## src/rtl/wave_pkg.sv

```systemverilog
// Shared types and constants for the waveform history write sequencer.
package wave_pkg;

    localparam int HIST_DEPTH = 96;
    localparam int ADDR_W     = 7;
    localparam int VOL_W      = 6;

    typedef enum logic [1:0] {
        CLEAR,
        IDLE,
        BURST
    } state_t;

    localparam logic [3:0] SP_1 = 4'b0001;
    localparam logic [3:0] SP_2 = 4'b0010;
    localparam logic [3:0] SP_4 = 4'b0100;
    localparam logic [3:0] SP_8 = 4'b1000;

    // One-hot codes double as their numeric value, so a plain compare gives the minimum.
    function automatic logic [3:0] run_len(input logic [3:0] thick, input logic [3:0] space);
        return (thick < space) ? thick : space;
    endfunction

endpackage

```

## src/rtl/wave_history_ctrl_if.sv

```systemverilog
// Write port bundle towards the dual-port history RAM.
interface wave_history_ctrl_if #(
    parameter int ADDR_W = wave_pkg::ADDR_W,
    parameter int VOL_W  = wave_pkg::VOL_W
);
    logic              wr_en;
    logic [ADDR_W-1:0] wr_addr;
    logic [VOL_W-1:0]  wr_data;

    modport master (output wr_en, output wr_addr, output wr_data);
    modport slave  (input  wr_en, input  wr_addr, input  wr_data);
endinterface

```

## src/rtl/sample_pacer.sv

```systemverilog
// Sample-rate pace counter: clear, hold and due detection.
module sample_pacer #(
    parameter int CNT_W = 20
) (
    input  logic             clk,
    input  logic             rst,
    input  logic             clear,
    input  logic             hold,
    input  logic [CNT_W-1:0] limit,
    output logic             due
);
    logic [CNT_W-1:0] cnt;

    assign due = (cnt >= limit);

    always_ff @(posedge clk or posedge rst) begin
        if (rst) begin
            cnt <= '0;
        end else if (clear) begin
            cnt <= '0;
        end else if (!hold) begin
            cnt <= due ? '0 : cnt + 1'b1;
        end
    end
endmodule

```

## src/rtl/wave_history_ctrl.sv

```systemverilog
// Write-side sequencer for the volume-bar history RAM (clear sweeps, paced bursts, bar config).
// Optional highlight window enabled by defining WAVE_HIST_HILITE_EN.
module wave_history_ctrl #(
    parameter int HIST_DEPTH = wave_pkg::HIST_DEPTH,
    parameter int ADDR_W     = wave_pkg::ADDR_W,
    parameter int VOL_W      = wave_pkg::VOL_W
) (
    input  logic                clk_20khz,
    input  logic                reset,
    input  logic [VOL_W-1:0]    volume_level,
    input  logic [19:0]         selected_count,
    input  logic                pause_switch,
    input  logic                menu_switch,
    input  logic                SW_2,
    input  logic                pb_left,
    input  logic                pb_right,
    input  logic                pb_up,
    input  logic                pb_clear,
    input  logic                pb_down,
    wave_history_ctrl_if.master wr,
    output logic [ADDR_W-1:0]   head_index,
    output logic [3:0]          bar_space,
    output logic [3:0]          bar_thickness,
    output logic                clear_busy,
    output logic                hilite_valid,
    output logic [ADDR_W-1:0]   hilite_lo,
    output logic [ADDR_W:0]     hilite_hi
);
    import wave_pkg::*;

    localparam logic [ADDR_W-1:0] LAST_ADDR = ADDR_W'(HIST_DEPTH - 1);
    localparam logic [ADDR_W:0]   DEPTH_X   = (ADDR_W+1)'(HIST_DEPTH);

    state_t            state, state_nx;
    logic [ADDR_W-1:0] clr_addr, clr_nx;
    logic [ADDR_W-1:0] head, head_nx;
    logic [ADDR_W-1:0] burst_addr, baddr_nx;
    logic [3:0]        burst_left, left_nx;
    logic [VOL_W-1:0]  vol_q, vol_nx;
    logic [3:0]        space, space_nx;
    logic [3:0]        thick, thick_nx;
    logic              en_nx, busy_nx;
    logic [ADDR_W-1:0] addr_nx;
    logic [VOL_W-1:0]  data_nx;
    logic [ADDR_W:0]   head_step;
    logic              cfg_ok, space_up, space_dn, force_clr, due;

    assign cfg_ok    = !menu_switch && !SW_2;
    assign space_up  = pb_right && cfg_ok && (space != SP_8);
    assign space_dn  = pb_left && !pb_right && cfg_ok && (space != SP_1);
    assign force_clr = space_up || space_dn || pb_clear;
    assign head_step = {1'b0, head} + {{(ADDR_W-3){1'b0}}, space};

    sample_pacer #(.CNT_W(20)) u_pacer (
        .clk   (clk_20khz),
        .rst   (reset),
        .clear (!pause_switch && (force_clr || state == CLEAR)),
        .hold  (pause_switch || state == BURST),
        .limit (selected_count),
        .due   (due)
    );

    always_comb begin
        state_nx = state;
        clr_nx   = clr_addr;
        head_nx  = head;
        baddr_nx = burst_addr;
        left_nx  = burst_left;
        vol_nx   = vol_q;
        space_nx = space;
        thick_nx = thick;
        en_nx    = 1'b0;
        addr_nx  = wr.wr_addr;
        data_nx  = wr.wr_data;
        busy_nx  = 1'b0;
        if (!pause_switch) begin
            if (pb_up) thick_nx = {thick[2:0], thick[3]};
            if (space_up)      space_nx = {space[2:0], 1'b0};
            else if (space_dn) space_nx = {1'b0, space[3:1]};
            // A forced clear pre-empts whatever the current state would have written or sampled.
            if (force_clr) begin
                state_nx = CLEAR;
                clr_nx   = '0;
            end else begin
                case (state)
                    CLEAR: begin
                        en_nx   = 1'b1;
                        addr_nx = clr_addr;
                        data_nx = '0;
                        busy_nx = 1'b1;
                        if (clr_addr == LAST_ADDR) begin
                            clr_nx   = '0;
                            head_nx  = '0;
                            state_nx = IDLE;
                        end else begin
                            clr_nx = clr_addr + 1'b1;
                        end
                    end
                    IDLE: begin
                        if (due) begin
                            vol_nx   = volume_level;
                            baddr_nx = head;
                            left_nx  = run_len(thick, space);
                            state_nx = BURST;
                        end
                    end
                    BURST: begin
                        en_nx    = ({1'b0, burst_addr} < DEPTH_X);
                        addr_nx  = burst_addr;
                        data_nx  = vol_q;
                        baddr_nx = burst_addr + 1'b1;
                        left_nx  = burst_left - 1'b1;
                        if (burst_left == 4'd1) begin
                            head_nx  = (head_step >= DEPTH_X) ? '0 : head_step[ADDR_W-1:0];
                            state_nx = IDLE;
                        end
                    end
                    default: state_nx = CLEAR;
                endcase
            end
        end
    end

    always_ff @(posedge clk_20khz or posedge reset) begin
        if (reset) begin
            state      <= CLEAR;
            clr_addr   <= '0;
            head       <= '0;
            burst_addr <= '0;
            burst_left <= '0;
            vol_q      <= '0;
            space      <= SP_1;
            thick      <= SP_1;
            wr.wr_en   <= 1'b0;
            wr.wr_addr <= '0;
            wr.wr_data <= '0;
            clear_busy <= 1'b0;
        end else begin
            state      <= state_nx;
            clr_addr   <= clr_nx;
            head       <= head_nx;
            burst_addr <= baddr_nx;
            burst_left <= left_nx;
            vol_q      <= vol_nx;
            space      <= space_nx;
            thick      <= thick_nx;
            wr.wr_en   <= en_nx;
            wr.wr_addr <= addr_nx;
            wr.wr_data <= data_nx;
            clear_busy <= busy_nx;
        end
    end

    assign head_index    = head;
    assign bar_space     = space;
    assign bar_thickness = thick;

`ifdef WAVE_HIST_HILITE_EN
    logic [1:0]      hsel;
    logic [ADDR_W:0] hwidth;

    assign hwidth = (ADDR_W+1)'(hsel) * (ADDR_W+1)'(space);

    always_ff @(posedge clk_20khz or posedge reset) begin
        if (reset) begin
            hsel         <= '0;
            hilite_valid <= 1'b0;
            hilite_lo    <= '0;
            hilite_hi    <= '0;
        end else if (!pause_switch) begin
            if (pb_down) hsel <= hsel + 1'b1;
            hilite_valid <= (hsel != 2'd0) && ({1'b0, head} >= hwidth);
            hilite_lo    <= head - hwidth[ADDR_W-1:0];
            hilite_hi    <= {1'b0, head} + hwidth - 1'b1;
        end
    end
`else
    logic unused_down;
    assign unused_down  = pb_down;
    assign hilite_valid = 1'b0;
    assign hilite_lo    = '0;
    assign hilite_hi    = '0;
`endif

endmodule

```

## src/flat_wrapper.sv

```systemverilog
// flat-port wrapper written by rule: the top's interface ports become plain ports
module wave_history_ctrl_flat import wave_pkg::*;
#(
    parameter int HIST_DEPTH = wave_pkg::HIST_DEPTH,
    parameter int ADDR_W     = wave_pkg::ADDR_W,
    parameter int VOL_W      = wave_pkg::VOL_W
)
  (clk_20khz, reset, volume_level, selected_count, pause_switch, menu_switch, SW_2, pb_left, pb_right, pb_up, pb_clear, pb_down, head_index, bar_space, bar_thickness, clear_busy, hilite_valid, hilite_lo, hilite_hi, wr_wr_en, wr_wr_addr, wr_wr_data);
  wave_history_ctrl_if #(.ADDR_W(ADDR_W), .VOL_W(VOL_W)) wr_i ();
  input  logic clk_20khz;
  input  logic reset;
  input  logic [VOL_W-1:0] volume_level;
  input  logic [19:0] selected_count;
  input  logic pause_switch;
  input  logic menu_switch;
  input  logic SW_2;
  input  logic pb_left;
  input  logic pb_right;
  input  logic pb_up;
  input  logic pb_clear;
  input  logic pb_down;
  output logic [ADDR_W-1:0] head_index;
  output logic [3:0] bar_space;
  output logic [3:0] bar_thickness;
  output logic clear_busy;
  output logic hilite_valid;
  output logic [ADDR_W-1:0] hilite_lo;
  output logic [ADDR_W:0] hilite_hi;
  output wire logic [$bits(wr_i.wr_en)-1:0] wr_wr_en;
  output wire logic [$bits(wr_i.wr_addr)-1:0] wr_wr_addr;
  output wire logic [$bits(wr_i.wr_data)-1:0] wr_wr_data;
  assign wr_wr_en = wr_i.wr_en;
  assign wr_wr_addr = wr_i.wr_addr;
  assign wr_wr_data = wr_i.wr_data;
  wave_history_ctrl #(.HIST_DEPTH(HIST_DEPTH), .ADDR_W(ADDR_W), .VOL_W(VOL_W)) u_core (.clk_20khz(clk_20khz), .reset(reset), .volume_level(volume_level), .selected_count(selected_count), .pause_switch(pause_switch), .menu_switch(menu_switch), .SW_2(SW_2), .pb_left(pb_left), .pb_right(pb_right), .pb_up(pb_up), .pb_clear(pb_clear), .pb_down(pb_down), .wr(wr_i), .head_index(head_index), .bar_space(bar_space), .bar_thickness(bar_thickness), .clear_busy(clear_busy), .hilite_valid(hilite_valid), .hilite_lo(hilite_lo), .hilite_hi(hilite_hi));
endmodule
```

## config.mk

```make
export PLATFORM = sky130hd
export DESIGN_NAME = wave_history_ctrl_flat
export DESIGN_NICKNAME = d
export VERILOG_FILES = /design/src/rtl/wave_pkg.sv /design/src/rtl/wave_history_ctrl_if.sv /design/src/rtl/sample_pacer.sv /design/src/rtl/wave_history_ctrl.sv /design/src/flat_wrapper.sv
export SDC_FILE = /design/constraint.sdc
export NUM_CORES = 1
export LEC_CHECK = 0
export CAP_MARGIN = 25
export CORE_UTILIZATION = 38
export DETAILED_ROUTE_END_ITERATION = 6
export PLACE_DENSITY_LB_ADDON = 0.05
export SLEW_MARGIN = 20
export SYNTH_ARGS = -nofsm -noshare
export SYNTH_HDL_FRONTEND = slang
export SYNTH_SLANG_ARGS = --single-unit
```

## constraint.sdc

```tcl
create_clock -name clk_20khz -period 2.8 [get_ports clk_20khz]
set_input_delay 0.42 -clock clk_20khz [delete_from_list [all_inputs] [get_ports clk_20khz]]
set_output_delay 0.42 -clock clk_20khz [all_outputs]
set_load 0.01 [all_outputs]
```

==> results.sh, run 1 <==
export IMPL_cp_slowest_stage_delay_ps=450
export IMPL_cts_resized_gates=0
export IMPL_min_path_type="flip-flop to flip-flop"
export IMPL_syn_area_um2=4930
export IMPL_synthArstFlopShare=1.00
export IMPL_postCtsHoldBufs=0
export IMPL_synth_area_top_cells="dfrtp_1 38%, ha_1 8.1%, nand2_1 6.3%"
export IMPL_grt_busiest_layer="met2"
export IMPL_synth_avg_cell_area_um2=8.88
export IMPL_setup_slack_ps=280
export IMPL_grt_total_usage=0.200
export IMPL_yosys_warnings=0
export IMPL_peakVddDrop_v=0.000309
export IMPL_vias=4352
export IMPL_nNetsFinal=709
export IMPL_finalCritPeriodShare=0.900
export IMPL_period_minus_slack_ps=2520
export IMPL_postSynthCellCount=555
export IMPL_outcome="finished, final reports clean"
export IMPL_grt_met3_usage=0.0309
export IMPL_cts_root_buf="clkbuf_16"
export IMPL_setup_viol=0
export IMPL_p_leak_nw=2.83
export IMPL_grt_pass1_wl_um=20700
export IMPL_relSlewSlack=0.528
export IMPL_slowest_stage="clkdlybuf4s50_1"
export IMPL_cts_buffers=9
export IMPL_rr_worst_depth=8
export IMPL_clockBufferDepth=2
export IMPL_synth_seq_cells=76
export IMPL_wl_per_cell_um=15.1
export IMPL_ant_nets=0
export IMPL_layout_drive_gt1_share=0.129
export IMPL_synth_common_cells="83 x nand2_1, 74 x dfrtp_1, 35 x inv_1, 33 x o21ai_0"
export IMPL_critPathKind="input port to flip-flop"
export IMPL_cts_setup_buffers=0
export IMPL_yosysUniqueCellTypes=68
export IMPL_place_ws_ps=-191
export IMPL_row_count=41
export IMPL_drtIter0Drc=213
export IMPL_cp_top_family="compound AO/OA/AOI/OAI gates"
export IMPL_start_util=0.391
export IMPL_worstHoldPathCells=2
export IMPL_syn_to_final_growth_pct=26.0
export IMPL_insertion_delay_ps=340
export IMPL_path_buf_inv=3
export IMPL_portBuffers=64
export IMPL_die_h_um=116
export IMPL_dieWidth_um=116
export IMPL_synth_top_area_share=0.376
export IMPL_worstSetupPathDepth=10
export IMPL_crit_required_ps=3030
export IMPL_grt_util_met2=0.314
export IMPL_grt_overflow_total=0
export IMPL_cts_clk_slew_worst_paths_ps=60
export IMPL_max_freq_mhz=397
export IMPL_arrival_ps=2750
export IMPL_core_um2=12600
export IMPL_die_area_um2=13400
export IMPL_avgViaCountPerCell=5.33
export IMPL_path_cells="clkdlybuf4s50_1 -> inv_1 -> ha_1 -> a21oi_1 -> o21ai_0 -> a22oi_1 -> o211ai_2 -> nand2_1 -> buf_4 -> mux2_2"
export IMPL_placed_cells=801
export IMPL_start_kind="input port"
export IMPL_grt_start_max_net_pins=30
export IMPL_rsz0062_at_grt="false"
export IMPL_final_hold_violation_count=0
export IMPL_tightest_slew_ps=706
export IMPL_finalPower_mw=3.02
export IMPL_cap_violations=0
export IMPL_synth_edff_count=0
export IMPL_drc=0
export IMPL_gp_congestion=0.810
export IMPL_yosysSeqAreaShare=0.386
export IMPL_skew_ps=4.04
export IMPL_cp_end_kind="flip-flop"
export IMPL_drt_first_pass_iters=5
export IMPL_wirelength_um=12400
export IMPL_final_instance_count_excl_fill=817
export IMPL_synth_largest_area_cell="dfrtp_1"
export IMPL_antenna_found_initial=0
export IMPL_dp_hpwl_um=9230
export IMPL_crit_fanout=12
export IMPL_met1_usage=0.277
export IMPL_clock_sink_count=76
export IMPL_cts_tree="done"
export IMPL_grt_pass1_vias=4195
export IMPL_drv_slew=0
export IMPL_htree_levels=3
export IMPL_power_density_nw_per_um2=486
export IMPL_io_pins=82
export IMPL_synthFlopType="dfrtp_1"
export IMPL_n_antenna_cell=0
export IMPL_yosysMostFrequentCell="nand2_1"
## flip-flops by register name, summed over array words and instances (netlist names), 2 cells and up
signal                cells
u_core.bar_space          4
u_core.clr_addr           7
u_core.head_index         7
u_core.burst_addr         7
u_core.bar_thickness      4
u_core.wr.wr_data         6
u_core.vol_q              6
u_core.state              2
u_core.burst_left         4
u_core.wr.wr_addr         7
u_core.u_pacer.cnt       20
## metal layers
layer / wire (um) / vias to the layer above
met3: 411 / 14
met5: 0 / -
met4: 203 / 0
li1: - / 2143
met2: 5640 / 107
met1: 6110 / 2088
## final cells by class
class | count | area (um^2)
sequential | 76 | 1900
tap | 172 | 215
inverter | 35 | 131
multi-input combinational | 425 | 2770
fill | 1224 | 6410
clock buffer | 11 | 243
clock inverter | 5 | 83.8
timing repair buffer | 93 | 871
## where the power goes
part	leakage (nW)	total, mW	switching [mW]	internal, mW
clock network	0.152	1.29	0.481	0.809
logic	1.67	0.501	0.253	0.248
registers	1.01	1.23	0.0665	1.16
total	2.83	3.02	0.800	2.22
## worst reg2reg max path: stages (launching register included)
cell and delay (ps):
dfrtp_1 430, ha_1 310, a21oi_1 190, o21ai_0 120
a22oi_1 360, o211ai_2 210, nand2_1 90, buf_4 210
mux2_2 360
## logic make-up after synthesis
| family | synth area share |
|---|---|
| mux | 0.0289 |
| xor+xnor | 0.0124 |
| other cells | 0.000760 |
| flops | 0.386 |
| fa+ha+maj | 0.0853 |
| buf+inv | 0.0660 |
| simple gates | 0.215 |
| compound gates | 0.206 |
## cell usage in the layout, fill, tap and decap left out, types with 4 or more instances in the layout
cell type | netlist | final
nor4_1 | 6 | 6
mux2_2 | 9 | 9
nand2b_1 | 6 | 6
xor2_1 | 5 | 5
buf_4 | 16 | 28
nor3_1 | 6 | 6
and3_1 | 10 | 10
a31oi_1 | 17 | 17
a22o_1 | 6 | 6
nor2b_1 | 4 | 4
nand3_1 | 28 | 28
a21o_1 | 8 | 8
o221a_2 | 6 | 6
or2_2 | 4 | 4
inv_1 | 35 | 34
o31ai_1 | 6 | 6
clkbuf_16 | 0 | 9
ha_1 | 32 | 32
or3_1 | 5 | 5
a2bb2oi_1 | 6 | 6
nand4_1 | 8 | 8
dfrtp_1 | 74 | 74
nand2_1 | 83 | 83
clkdlybuf4s50_1 | 0 | 64
o211ai_1 | 4 | 4
conb_1 | 1 | 16
nor2_1 | 32 | 32
o21ai_0 | 33 | 33
and4_1 | 4 | 4
a21oi_1 | 28 | 28
## per-stage QoR
| stage | hold WS [ps] | util | TNS, ps | area, um^2 |
|---|---|---|---|---|
| detailed placement | 465 | 0.466 | -3410 | 5880 |
| global placement | 456 | 0.466 | -2110 | 5880 |
| CTS | 478 | 0.492 | 0 | 6210 |
| finish | 468 | 0.492 | 0 | 6210 |
| floorplan | 470 | - | 0 | 4990 |
| global route | 486 | 0.492 | 0 | 6210 |
## path summary, 6_finish.rpt
path	startpoint	end	slack (ps)
min in group asynchronous	reset	u_core.wr.wr_data[0]	510
max	selected_count[11]	u_core.vol_q[5]	280
min reg2reg	u_core.wr.wr_data[3]	u_core.wr.wr_data[3]	470
min	u_core.wr.wr_data[3]	u_core.wr.wr_data[3]	470
max in group asynchronous	reset	u_core.head_index[3]	1540
max reg2reg	u_core.u_pacer.cnt[11]	u_core.vol_q[5]	400
Note: power is estimated with default switching activity, not from simulation.
==> run 2: changes to the inputs <==
CORE_UTILIZATION = 54   (was 38)
==> run 2 against run 1 <==
  * Design area decreased by 3.4%
  * Flip-flop and latch count stayed put
  * Power is 15% lower
  * Sequential power hardly changed
  * Final cell count is 8.1% lower
  * Clock skew up 4.3 ps
  * Critical path type unchanged
  * Largest cell class unchanged
==> results.sh, run 2 (synthesis gave the netlist of run 1 again) <==
export IMPL_ant_nets=0
export IMPL_place_ws_ps=-200
export IMPL_p_int_mw=1.82
export IMPL_seqPwrFrac=0.484
export IMPL_relSlewSlack=0.630
export IMPL_p_comb_frac=0.192
export IMPL_dieWidth_um=97.6
export IMPL_grt_start_max_net_pins=77
export IMPL_setup_viol=0
export IMPL_grt_pass1_wl_um=19900
export IMPL_final_common_cell="nand2_1"
export IMPL_wirelength_um=11600
export IMPL_cp_top_family="buffers and inverters"
export IMPL_largest_reg_flops=20
export IMPL_path_buf_inv=4
export IMPL_path_cells="clkdlybuf4s50_1 -> inv_1 -> ha_1 -> nand4_1 -> nor4_2 -> nand2_1 -> buf_4 -> o211ai_2 -> nand2_1 -> buf_4 -> mux2_2"
export IMPL_cts_clk_slew_worst_paths_ps=80
export IMPL_rr_worst_depth=9
export IMPL_p_clk_frac=0.324
export IMPL_drtIter0Drc=241
export IMPL_final_hold_violation_count=0
export IMPL_htree_levels=3
export IMPL_clock_sink_count=76
export IMPL_power_density_nw_per_um2=426
export IMPL_worstSetupPathDepth=11
export IMPL_arrival_ps=2830
export IMPL_grt_overflow_total=0
export IMPL_regToRegStartpoint="u_core.u_pacer.cnt[17]"
export IMPL_row_count=34
export IMPL_tightest_slew_ps=549
export IMPL_layout_drive_gt1_share=0.128
export IMPL_tns_ps=0
export IMPL_cts_tree="done"
export IMPL_vias=4378
export IMPL_skew_ps=8.38
export IMPL_avgViaCountPerCell=5.83
export IMPL_crit_end="u_core.vol_q[4]"
export IMPL_antenna_found_initial=0
export IMPL_p_leak_nw=2.77
export IMPL_cts_root_buf="clkbuf_8"
export IMPL_post_dp_cell_area_um2=5800
export IMPL_r2r_slack_ps=300
export IMPL_critPathKind="input port to flip-flop"
export IMPL_cap_violations=0
export IMPL_grt_total_usage=0.257
export IMPL_cts_buffers=9
export IMPL_clockBufferDepth=2
export IMPL_crit_required_ps=3030
export IMPL_outcome="finished, final reports clean"
export IMPL_crit_fanout=6
export IMPL_n_antenna_cell=0
export IMPL_sw_frac_of_total=0.289
export IMPL_wl_per_cell_um=15.4
export IMPL_finalCritPeriodShare=0.928
export IMPL_start_util=0.563
export IMPL_crit_start="selected_count[17]"
export IMPL_drv_slew=0
export IMPL_gp_congestion=0.838
export IMPL_mostFrequentLayoutCells="83 x nand2_1, 74 x dfrtp_1, 64 x clkdlybuf4s50_1"
export IMPL_nNetsFinal=708
export IMPL_die_h_um=97.6
export IMPL_r2r_end="u_core.vol_q[4]"
export IMPL_insertion_delay_ps=350
export IMPL_cp_slowest_stage_delay_ps=450
export IMPL_syn_to_final_growth_pct=21.7
export IMPL_io_pins=82
export IMPL_switching_power_uw=740
export IMPL_postCtsHoldBufs=0
export IMPL_design_area_um2=6000
export IMPL_top_register="u_core.u_pacer.cnt"
export IMPL_grt_pass1_vias=4263
export IMPL_period_minus_slack_ps=2600
export IMPL_dp_hpwl_um=8590
export IMPL_slowest_stage="clkdlybuf4s50_1"
export IMPL_drc=0
export IMPL_die_area_um2=9520
export IMPL_setup_slack_ps=201
export IMPL_rsz0062_at_grt="false"
export IMPL_portBuffers=64
export IMPL_start_kind="input port"
export IMPL_peakVddDrop_v=0.000364
export IMPL_core_um2=8760
export IMPL_max_freq_mhz=385
export IMPL_drt_first_pass_iters=4
export IMPL_cp_end_kind="flip-flop"
export IMPL_min_path_type="input port to async pin"
==> run 2: worst min path at each step <==
stage | from | endpoint | slack (ps) | depth (start not counted)
after floorplan | u_core.vol_q[0] | u_core.wr.wr_data[0] | 470 | 2
after global placement | u_core.wr.wr_data[5] | u_core.wr.wr_data[5] | 450 | 2
after detailed placement | u_core.wr.wr_data[4] | u_core.wr.wr_data[4] | 460 | 2
after CTS | u_core.wr.wr_data[4] | u_core.wr.wr_data[4] | 470 | 2
after global routing | u_core.wr.wr_data[2] | u_core.wr.wr_data[2] | 500 | 2
final | reset | u_core.wr.wr_data[2] | 470 | 3
==> run 2: area by class of cell <==
class                   count  area (um^2)
inverters                  35          131
clock inverters             6         65.1
repair buffers             92          876
fillers                   726         2760
flip-flops and latches     76         1900
well taps                 108          135
clock buffers               9          124
multi-input cells         425         2760
==> run 2: repair_timing <==
item,CTS,global route
hold endpoints to repair,0,0
buffers inserted,0,0
gates resized for setup,0,1
endpoints found under the setup margin,0,11
==> run 2: metal layers <==
layer / GRT usage / wire length (um) / up-vias
met5: 0 / 0 / -
met4: 0.0667 / 106 / 0
met3: 0.0302 / 466 / 10
met2: 0.447 / 5690 / 118
met1: 0.341 / 5310 / 2111
li1: - / - / 2139
==> run 2: per-stage QoR <==
step	hold slack [ps]	cells	power (mW)	util
3_3_place_gp	455	736	1.73	0.662
2_1_floorplan	470	570	1.52	-
3_5_place_dp	456	736	1.75	0.662
6_report	470	751	2.56	0.685
5_1_grt	497	751	2.70	0.685
4_1_cts	475	751	2.58	0.684
==> run 2: power by group through the flow <==
stage / Clock [mW] / Combinational, mW / Sequential, mW
after floorplan: 0 / 0.258 / 1.26
after global placement: 0 / 0.472 / 1.25
after detailed placement: 0 / 0.492 / 1.26
after CTS: 0.846 / 0.494 / 1.24
after global routing: 0.898 / 0.551 / 1.25
final: 0.828 / 0.492 / 1.24
==> run 2: worst register-to-register path: cells and delay by family (launching register included) <==
family / cells / cell delay, ps
AND/OR/NAND/NOR: 4 / 770
flip-flops: 1 / 440
buffers and inverters: 2 / 340
adder cells (fa/ha/maj): 1 / 330
multiplexers: 1 / 280
AO/OA/AOI/OAI: 1 / 240
==> run 3: changes to the inputs <==
PLACE_DENSITY = 0.81   (was unset)
PLACE_DENSITY_LB_ADDON = unset   (was 0.05)
==> run 3 against run 2 <==
  * Non-clock buffer count did not move
  * Clock skew rose by 0.85 ps
  * Routed wire length rose by 4.8%
  * Fmax fell by 1.7%
  * Design area rose by 0.54%
  * Register-to-register slack worse by 50 ps
  * Worst hold slack worse by 34 ps
  * Final cell count is 0.13% higher
  * Utilization rose by 0.37 points
  * Die area did not move
  * Sequential share of layout area decreased by 0.17 points
==> results.sh, run 3 (synthesis gave the netlist of run 1 again) <==
export IMPL_outcome="finished, final reports clean"
export IMPL_grt_pass1_vias=4382
export IMPL_start_kind="input port"
export IMPL_drv_slew=0
export IMPL_cts_root_buf="clkbuf_8"
export IMPL_die_area_um2=9520
export IMPL_p_leak_nw=2.79
export IMPL_setup_slack_ps=157
export IMPL_ant_nets=0
export IMPL_clockBufferDepth=2
export IMPL_wirelength_um=12100
export IMPL_cts_setup_buffers=0
export IMPL_start_util=0.563
export IMPL_portBuffers=64
export IMPL_htree_levels=3
export IMPL_antenna_found_initial=0
export IMPL_arrival_ps=2890
export IMPL_grt_pass1_wl_um=21000
export IMPL_critPathKind="input port to flip-flop"
export IMPL_dieWidth_um=97.6
export IMPL_postCtsHoldBufs=0
export IMPL_tightest_slew_ps=688
export IMPL_avgViaCountPerCell=6.06
export IMPL_cts_tree="done"
export IMPL_wl_per_cell_um=16.1
export IMPL_layout_drive_gt1_share=0.127
export IMPL_core_um2=8760
export IMPL_die_h_um=97.6
export IMPL_finalCritPeriodShare=0.944
export IMPL_vias=4555
export IMPL_crit_fanout=6
export IMPL_crit_required_ps=3050
export IMPL_largest_reg_flops=20
export IMPL_power_density_nw_per_um2=449
export IMPL_mostFrequentLayoutCells="83 x nand2_1, 74 x dfrtp_1, 64 x clkdlybuf4s50_1"
export IMPL_n_antenna_cell=0
export IMPL_grt_total_usage=0.269
export IMPL_peakVddDrop_v=0.000278
export IMPL_grt_overflow_total=0
export IMPL_skew_ps=9.23
export IMPL_final_common_cell="nand2_1"
export IMPL_setup_viol=0
export IMPL_io_pins=82
export IMPL_place_ws_ps=-235
export IMPL_cap_violations=0
export IMPL_drc=0
export IMPL_top_register="u_core.u_pacer.cnt"
export IMPL_clock_sink_count=76
export IMPL_nNetsFinal=708
export IMPL_gp_congestion=0.853
export IMPL_cp_end_kind="flip-flop"
export IMPL_relSlewSlack=0.541
export IMPL_finalPower_mw=2.71
export IMPL_final_hold_violation_count=0
export IMPL_max_freq_mhz=378
export IMPL_final_core_utilization=0.688
export IMPL_period_minus_slack_ps=2640
export IMPL_cts_resized_gates=0
export IMPL_row_count=34
export IMPL_rsz0062_at_grt="false"
export IMPL_dp_hpwl_um=8870
export IMPL_syn_to_final_growth_pct=22.3
export IMPL_cts_buffers=9
export IMPL_grt_start_max_net_pins=37
export IMPL_cts_clk_slew_worst_paths_ps=90
export IMPL_drtIter0Drc=226
export IMPL_insertion_delay_ps=360
export IMPL_min_path_type="input port to async pin"
export IMPL_drt_first_pass_iters=6
-- run 3: cell types whose count changed in the layout (fill, tap and decap cells not counted) --
cell	before	now
bufinv_16	1	2
clkinv_2	2	0
clkinvlp_4	1	0
inv_6	1	4
nor4_1	5	6
nor4_2	1	0
-- run 3: area by class of cell --
| class | instances | area (um^2) |
|---|---|---|
| sequential | 76 | 1900 |
| tap | 108 | 135 |
| multi-input combinational | 425 | 2760 |
| fill | 698 | 2730 |
| clock buffer | 9 | 124 |
| timing repair buffer | 92 | 876 |
| clock inverter | 7 | 104 |
| inverter | 35 | 131 |
-- run 3: path summary, 6_finish.rpt --
path                                              from  depth (start not counted)  slack (ps)                      end
worst max-delay path                selected_count[18]                         11         160          u_core.vol_q[5]
worst min-delay path                             reset                          2         440     u_core.wr.wr_data[0]
worst max register to register  u_core.u_pacer.cnt[17]                          9         250          u_core.vol_q[5]
worst min register to register    u_core.wr.wr_data[2]                          2         470     u_core.wr.wr_data[2]
max in group asynchronous                        reset                          3        1680  u_core.bar_thickness[0]
min in group clk_20khz            u_core.wr.wr_data[2]                          2         470     u_core.wr.wr_data[2]
-- run 3: worst max-delay path, cell delays in order --
cell	delay (ps)
clkdlybuf4s50_1	450
inv_1	40
ha_1	290
nand4_1	140
nor4_1	410
nand2_1	120
buf_4	160
o211ai_2	250
nand2_1	150
buf_4	190
mux2_2	270
-- run 3: per-layer routing --
layer	up-vias	wire length, um	GRT usage
met2	202	6010	0.450
met4	0	159	0.0747
met3	16	711	0.0482
li1	2147	-	-
met5	-	0	0
met1	2190	5240	0.358
-- run 3: metrics by stage --
step | hold slack (ps) | instance area, um^2 | setup TNS (ps) | instances
after global placement | 456 | 5800 | -2860 | 736
after CTS | 464 | 6030 | 0 | 752
final | 436 | 6030 | 0 | 752
after detailed placement | 457 | 5800 | -4320 | 736
after global routing | 474 | 6030 | 0 | 752
after floorplan | 470 | 4990 | 0 | 570
-- run 3: where the power goes --
group / switching (mW) / internal, mW
registers: 0.0760 / 1.16
logic: 0.249 / 0.247
clock network: 0.460 / 0.516
total: 0.784 / 1.92
